$ cat src/rtl/my_control_unit.sv
// rtl/my_control_unit.sv - instruction sequencer decoding mv/mvi/add/sub into datapath enables
module my_control_unit (
    input  logic       clk,
    input  logic       rst,
    input  logic       run,
    input  logic [8:0] instr,
    output logic [9:0] reg_enable_out,
    output logic [9:0] reg_enable_in,
    output logic       addsub,
    output logic       done,
    output logic       busy,
    output logic       illegal
);
    typedef enum logic [1:0] {IDLE, T1, T2, T3} state_t;

    localparam logic [2:0] OP_MV  = 3'b000;
    localparam logic [2:0] OP_MVI = 3'b001;
    localparam logic [2:0] OP_ADD = 3'b010;
    localparam logic [2:0] OP_SUB = 3'b011;

    state_t     state;
    state_t     state_nxt;
    logic [8:0] ir;
    logic [2:0] opc;
    logic [2:0] rx;
    logic [2:0] ry;
    logic       is_arith;

    assign opc      = ir[8:6];
    assign rx       = ir[5:3];
    assign ry       = ir[2:0];
    assign is_arith = (opc == OP_ADD) || (opc == OP_SUB);

    function automatic logic [9:0] sel(input logic [3:0] idx);
        sel = 10'b1 << idx;
    endfunction

    // IR is only written on the edge that leaves IDLE, so run/instr during busy are ignored
    always_ff @(posedge clk or negedge rst) begin
        if (!rst) begin
            state <= IDLE;
            ir    <= '0;
        end else begin
            state <= state_nxt;
            if (state == IDLE && run)
                ir <= instr;
        end
    end

    always_comb begin
        state_nxt = state;
        case (state)
            IDLE:    state_nxt = run ? T1 : IDLE;
            T1:      state_nxt = is_arith ? T2 : IDLE;
            T2:      state_nxt = T3;
            T3:      state_nxt = IDLE;
            default: state_nxt = IDLE;
        endcase
    end

    always_comb begin
        reg_enable_out = '0;
        reg_enable_in  = '0;
        addsub         = 1'b0;
        done           = 1'b0;
        illegal        = 1'b0;
        busy           = (state != IDLE);
        case (state)
            T1: begin
                case (opc)
                    OP_MV: begin
                        reg_enable_out = sel({1'b0, ry});
                        reg_enable_in  = sel({1'b0, rx});
                        done           = 1'b1;
                    end
                    OP_MVI: begin
                        reg_enable_out = sel(4'd9);
                        reg_enable_in  = sel({1'b0, rx});
                        done           = 1'b1;
                    end
                    OP_ADD, OP_SUB: begin
                        reg_enable_out = sel({1'b0, rx});
                        reg_enable_in  = sel(4'd9);
                    end
                    default: begin
                        done    = 1'b1;
                        illegal = 1'b1;
                    end
                endcase
            end
            T2: begin
                reg_enable_out = sel({1'b0, ry});
                reg_enable_in  = sel(4'd8);
                addsub         = (opc == OP_SUB);
            end
            T3: begin
                reg_enable_out = sel(4'd8);
                reg_enable_in  = sel({1'b0, rx});
                done           = 1'b1;
            end
            default: ;
        endcase
    end
endmodule

$ cat config.mk
export PLATFORM = sky130hd
export DESIGN_NAME = my_control_unit
export DESIGN_NICKNAME = d
export VERILOG_FILES = /design/src/rtl/my_control_unit.sv
export SDC_FILE = /design/constraint.sdc
export NUM_CORES = 1
export LEC_CHECK = 0
export ABC_AREA = 1
export BUFFER_PORTS_ARGS = -buffer_cell sky130_fd_sc_hd__buf_2
export CAP_MARGIN = 20
export CORE_MARGIN = 10
export CORE_UTILIZATION = 49
export CTS_BUF_LIST = sky130_fd_sc_hd__clkbuf_8
export DETAILED_ROUTE_END_ITERATION = 10
export GPL_TIMING_DRIVEN = 0
export PLACE_DENSITY = 0.92
export RECOVER_POWER = 100
export SLEW_MARGIN = 20
export SYNTH_ARGS = -nofsm -noshare
export SYNTH_HDL_FRONTEND = slang
export SYNTH_SLANG_ARGS = --single-unit
$ cat constraint.sdc
create_clock -name clk -period 1.4 [get_ports clk]
set_input_delay 0.07 -clock clk [delete_from_list [all_inputs] [get_ports clk]]
set_output_delay 0.07 -clock clk [all_outputs]
set_load 0.01 [all_outputs]
==> flow_summary.yaml <==
sta:
  timing.slew.headroom: 0.5838
  slew_violations: 0
  min_period_over_period: 1.087
  setup_ws_ns: -0.1219
  timing.clock.skew_ns: 0.001323
  timing_worst_slew_pin_value_ns: 0.6242
  setup_repair_after_global_routing_missed_its_margin: "true"
  timing.final.hold_violations: 0
  fin_setup_tns_ns: -0.6742
  finalWorstPathRequiredPeriod_ns: 1.522
  setup-violations-final: 13
  fmax_ghz: 0.6571
worst_setup_path:
  worstPathMaxFanout: 5
  arrival_time_worst_endpoint_ns: 1.45
  cp-start-kind: "flip-flop"
  ff2ff_setup_slack_ns: 0.12
  ff2ff_path_depth: 4
  critPathCaptureType: "output port"
  reg2reg_to: "ir[1]$_DFFE_PN0P_"
  critPathKind: "flip-flop to output port"
  end_point_of_the_critical_path: "reg_enable_out[6]"
  crit-reg2reg-launch: "state[0]$_DFF_PN0_"
  cp-startpoint: "ir[7]$_DFFE_PN0P_"
  required_ns: 1.33
synth:
  cell_type_with_the_highest_aggregate_area_in_the_netlist: "sky130_fd_sc_hd__dfrtp_1"
  synth_top_family_by_area: "simple AND/OR/NAND/NOR gates"
  syn_area_per_cell_sq_um: 6.071
  xor_xnor_fraction_of_synth_area: 0
  synth_seq_area_share: 0.3193
  ys_types: 18
  synth.top_cell.area_share: 0.3193
  yosys-mux-area-fraction: 0
  synth_compound_area_frac: 0.08128
  post_synth_instance_area_sq_um: 862.1
  ys_top_cells_by_area: "sky130_fd_sc_hd__dfrtp_1, sky130_fd_sc_hd__nand2_1, sky130_fd_sc_hd__nor2_1"
  synthSimpleGateAreaFrac: 0.5109
  synth_cells: 142
  synth_warnings: 0
  number_of_synthesized_register_bits: 11
  synth_adder_area_share: 0
  syn_nets: 154
job:
  drv.max_cap_violation_count: 0
detailed_routing:
  wire_per_inst_um: 14.79
  detail_route.iter0.violations: 44
  num_vias: 1124
  final_antenna_net_count: 0
  via_density_per_instance: 5.456
  remaining_drc_errors: 0
  wirelength_mm: 3.046
  drt_pre_antenna_iters: 4
pwr:
  power_density_mw_per_mm2: 2086
  max-vdd-ir-drop_v: 0.001333
  fin_total_pwr_mw: 2.592
  total_leakage_power_nw: 0.6964
cells_and_area:
  syn2layout_area_growth_pct: 44.12
  layout_common_cells: "sky130_fd_sc_hd__nand2_1, sky130_fd_sc_hd__buf_2, sky130_fd_sc_hd__nor2_1"
  layout.cells.most_common: "sky130_fd_sc_hd__nand2_1"
  utilization: 0.7356
  finish.net_count: 202
  ff_latch_area_sq_um: 280.3
  number_of_filler_instances_in_the_final_layout: 138
  multiInputGateArea_sq_um: 563.0
  post_route_cells_drive_above_1_share: 0.4021
  antennaDiodeCount: 0
  stdcell_area_sq_mm: 0.001242
clocking:
  clock_tree.root_cell: "sky130_fd_sc_hd__clkbuf_8"
  cts_buffers: 3
  clock_insertion_delay_worst_skew_ns: 0.24
  cts_tree: "done"
  tritoncts_num_sinks: 11
  htree_depth: 1
  cts.clk_slew.worst_paths_ns: 0.05
  ctsLongestPathBuffers: 2
place:
  postPlaceCellArea_sq_mm: 0.001059
  io_buffer_count: 35
  place.gp.congestion: 0.8123
  place.detailed.hpwl_mm: 1.951
global_routing:
  grtUsageTotal: 0.1410
  maximum_number_of_pins_on_one_net_before_global_route_repair: 12
  global_route_total_overflow: 0
  first_global_vias: 993
  antenna_found_initial: 0
  first_pass_grt_wire_length_mm: 4.181
status:
  violations: "negative setup slack"
  outcome: "finished with violations"
floorplanning:
  start_util: 0.5104
  die_x_um: 61.95
  die_h_um: 61.95
  die_footprint_sq_mm: 0.003837
  core.rowCount: 15
  core_region_area_sq_mm: 0.001689
  ports_placed_on_the_boundary: 36
worst_hold_path:
  worst_hold_path_type: "primary input to flip-flop"
  hold_path_start: "instr[6]"
-- report_power, final --
group	internal, mW	switching [mW]	leakage [nW]
clock	0.193	0.123	0.0269
sequential	0.476	0.228	0.120
combinational	0.580	0.993	0.550
total	1.25	1.34	0.696
-- logic make-up (layout without fill, tap and decap cells) --
group | count (synthesis) | after routing
AND/OR/NAND/NOR | 99 | 100
buffers and inverters | 18 | 64
AO/OA/AOI/OAI | 14 | 14
flip-flops | 11 | 11
-- worst max-delay path, stage by stage (launching register included) --
cell                      delay, ns
sky130_fd_sc_hd__dfrtp_1       0.37
sky130_fd_sc_hd__inv_2         0.08
sky130_fd_sc_hd__buf_12        0.13
sky130_fd_sc_hd__nor2_4        0.14
sky130_fd_sc_hd__nand3_1       0.10
sky130_fd_sc_hd__nand2_1       0.08
sky130_fd_sc_hd__nand2_1       0.08
sky130_fd_sc_hd__nand2_1       0.08
sky130_fd_sc_hd__buf_2         0.14
-- synth_stat cells (all sizes together) --
cell,number
nand2,51
nor2,33
inv,16
dfrtp,11
a21oi,9
nand3,9
o21ai,5
nor3,3
buf,2
nand4,2
nor4,1
-- how the worst min path moves through the flow --
stage	cells after the start	end
floorplan	0	asynchronous set/reset pin
global placement	1	ir[2]$_DFFE_PN0P_
detailed placement	1	ir[1]$_DFFE_PN0P_
CTS	3	ir[8]$_DFFE_PN0P_
global route	3	ir[4]$_DFFE_PN0P_
finish	3	ir[6]$_DFFE_PN0P_
-- registers in the layout, summed over array words and instances, names as in the netlist, named ones only --
name,flops
state,1
ir,9
-- area by class of cell --
cell class              instances  share of cell area
multi-input cells             114              0.4532
repair buffers                 42              0.2044
flip-flops and latches         11              0.2256
clock inverters                 1            0.003021
well taps                      17             0.01712
plain buffers                   2             0.01511
inverters                      16             0.04834
clock buffers                   3             0.03323
-- metrics by stage --
| stage | cells | setup slack (ns) | hold slack (ns) |
|---|---|---|---|
| after floorplan | 142 | 0.3377 | -0.2256 |
| after global placement | 194 | 0.1812 | -0.05826 |
| after detailed placement | 194 | 0.1275 | -0.04859 |
| after CTS | 203 | -0.03527 | 0.08100 |
| after global routing | 206 | -0.2228 | 0.08781 |
| final | 206 | -0.1219 | 0.07632 |
-- metal layers --
metal,wire length (um),GRT usage,vias up
met5,0,0,-
met4,78,0.07325,0
met3,241,0.03049,11
met2,1442,0.2325,69
met1,1283,0.1669,504
li1,-,-,540
-- repair_timing --
action,CTS,global route
endpoints found under the setup margin,13,16
pin swaps,4,7
endpoints found under the hold margin,11,0
setup buffers,4,2
gates resized for setup,9,12
cloned,0,1
hold buffers,1,0
Note: power is estimated with default switching activity, not from simulation.
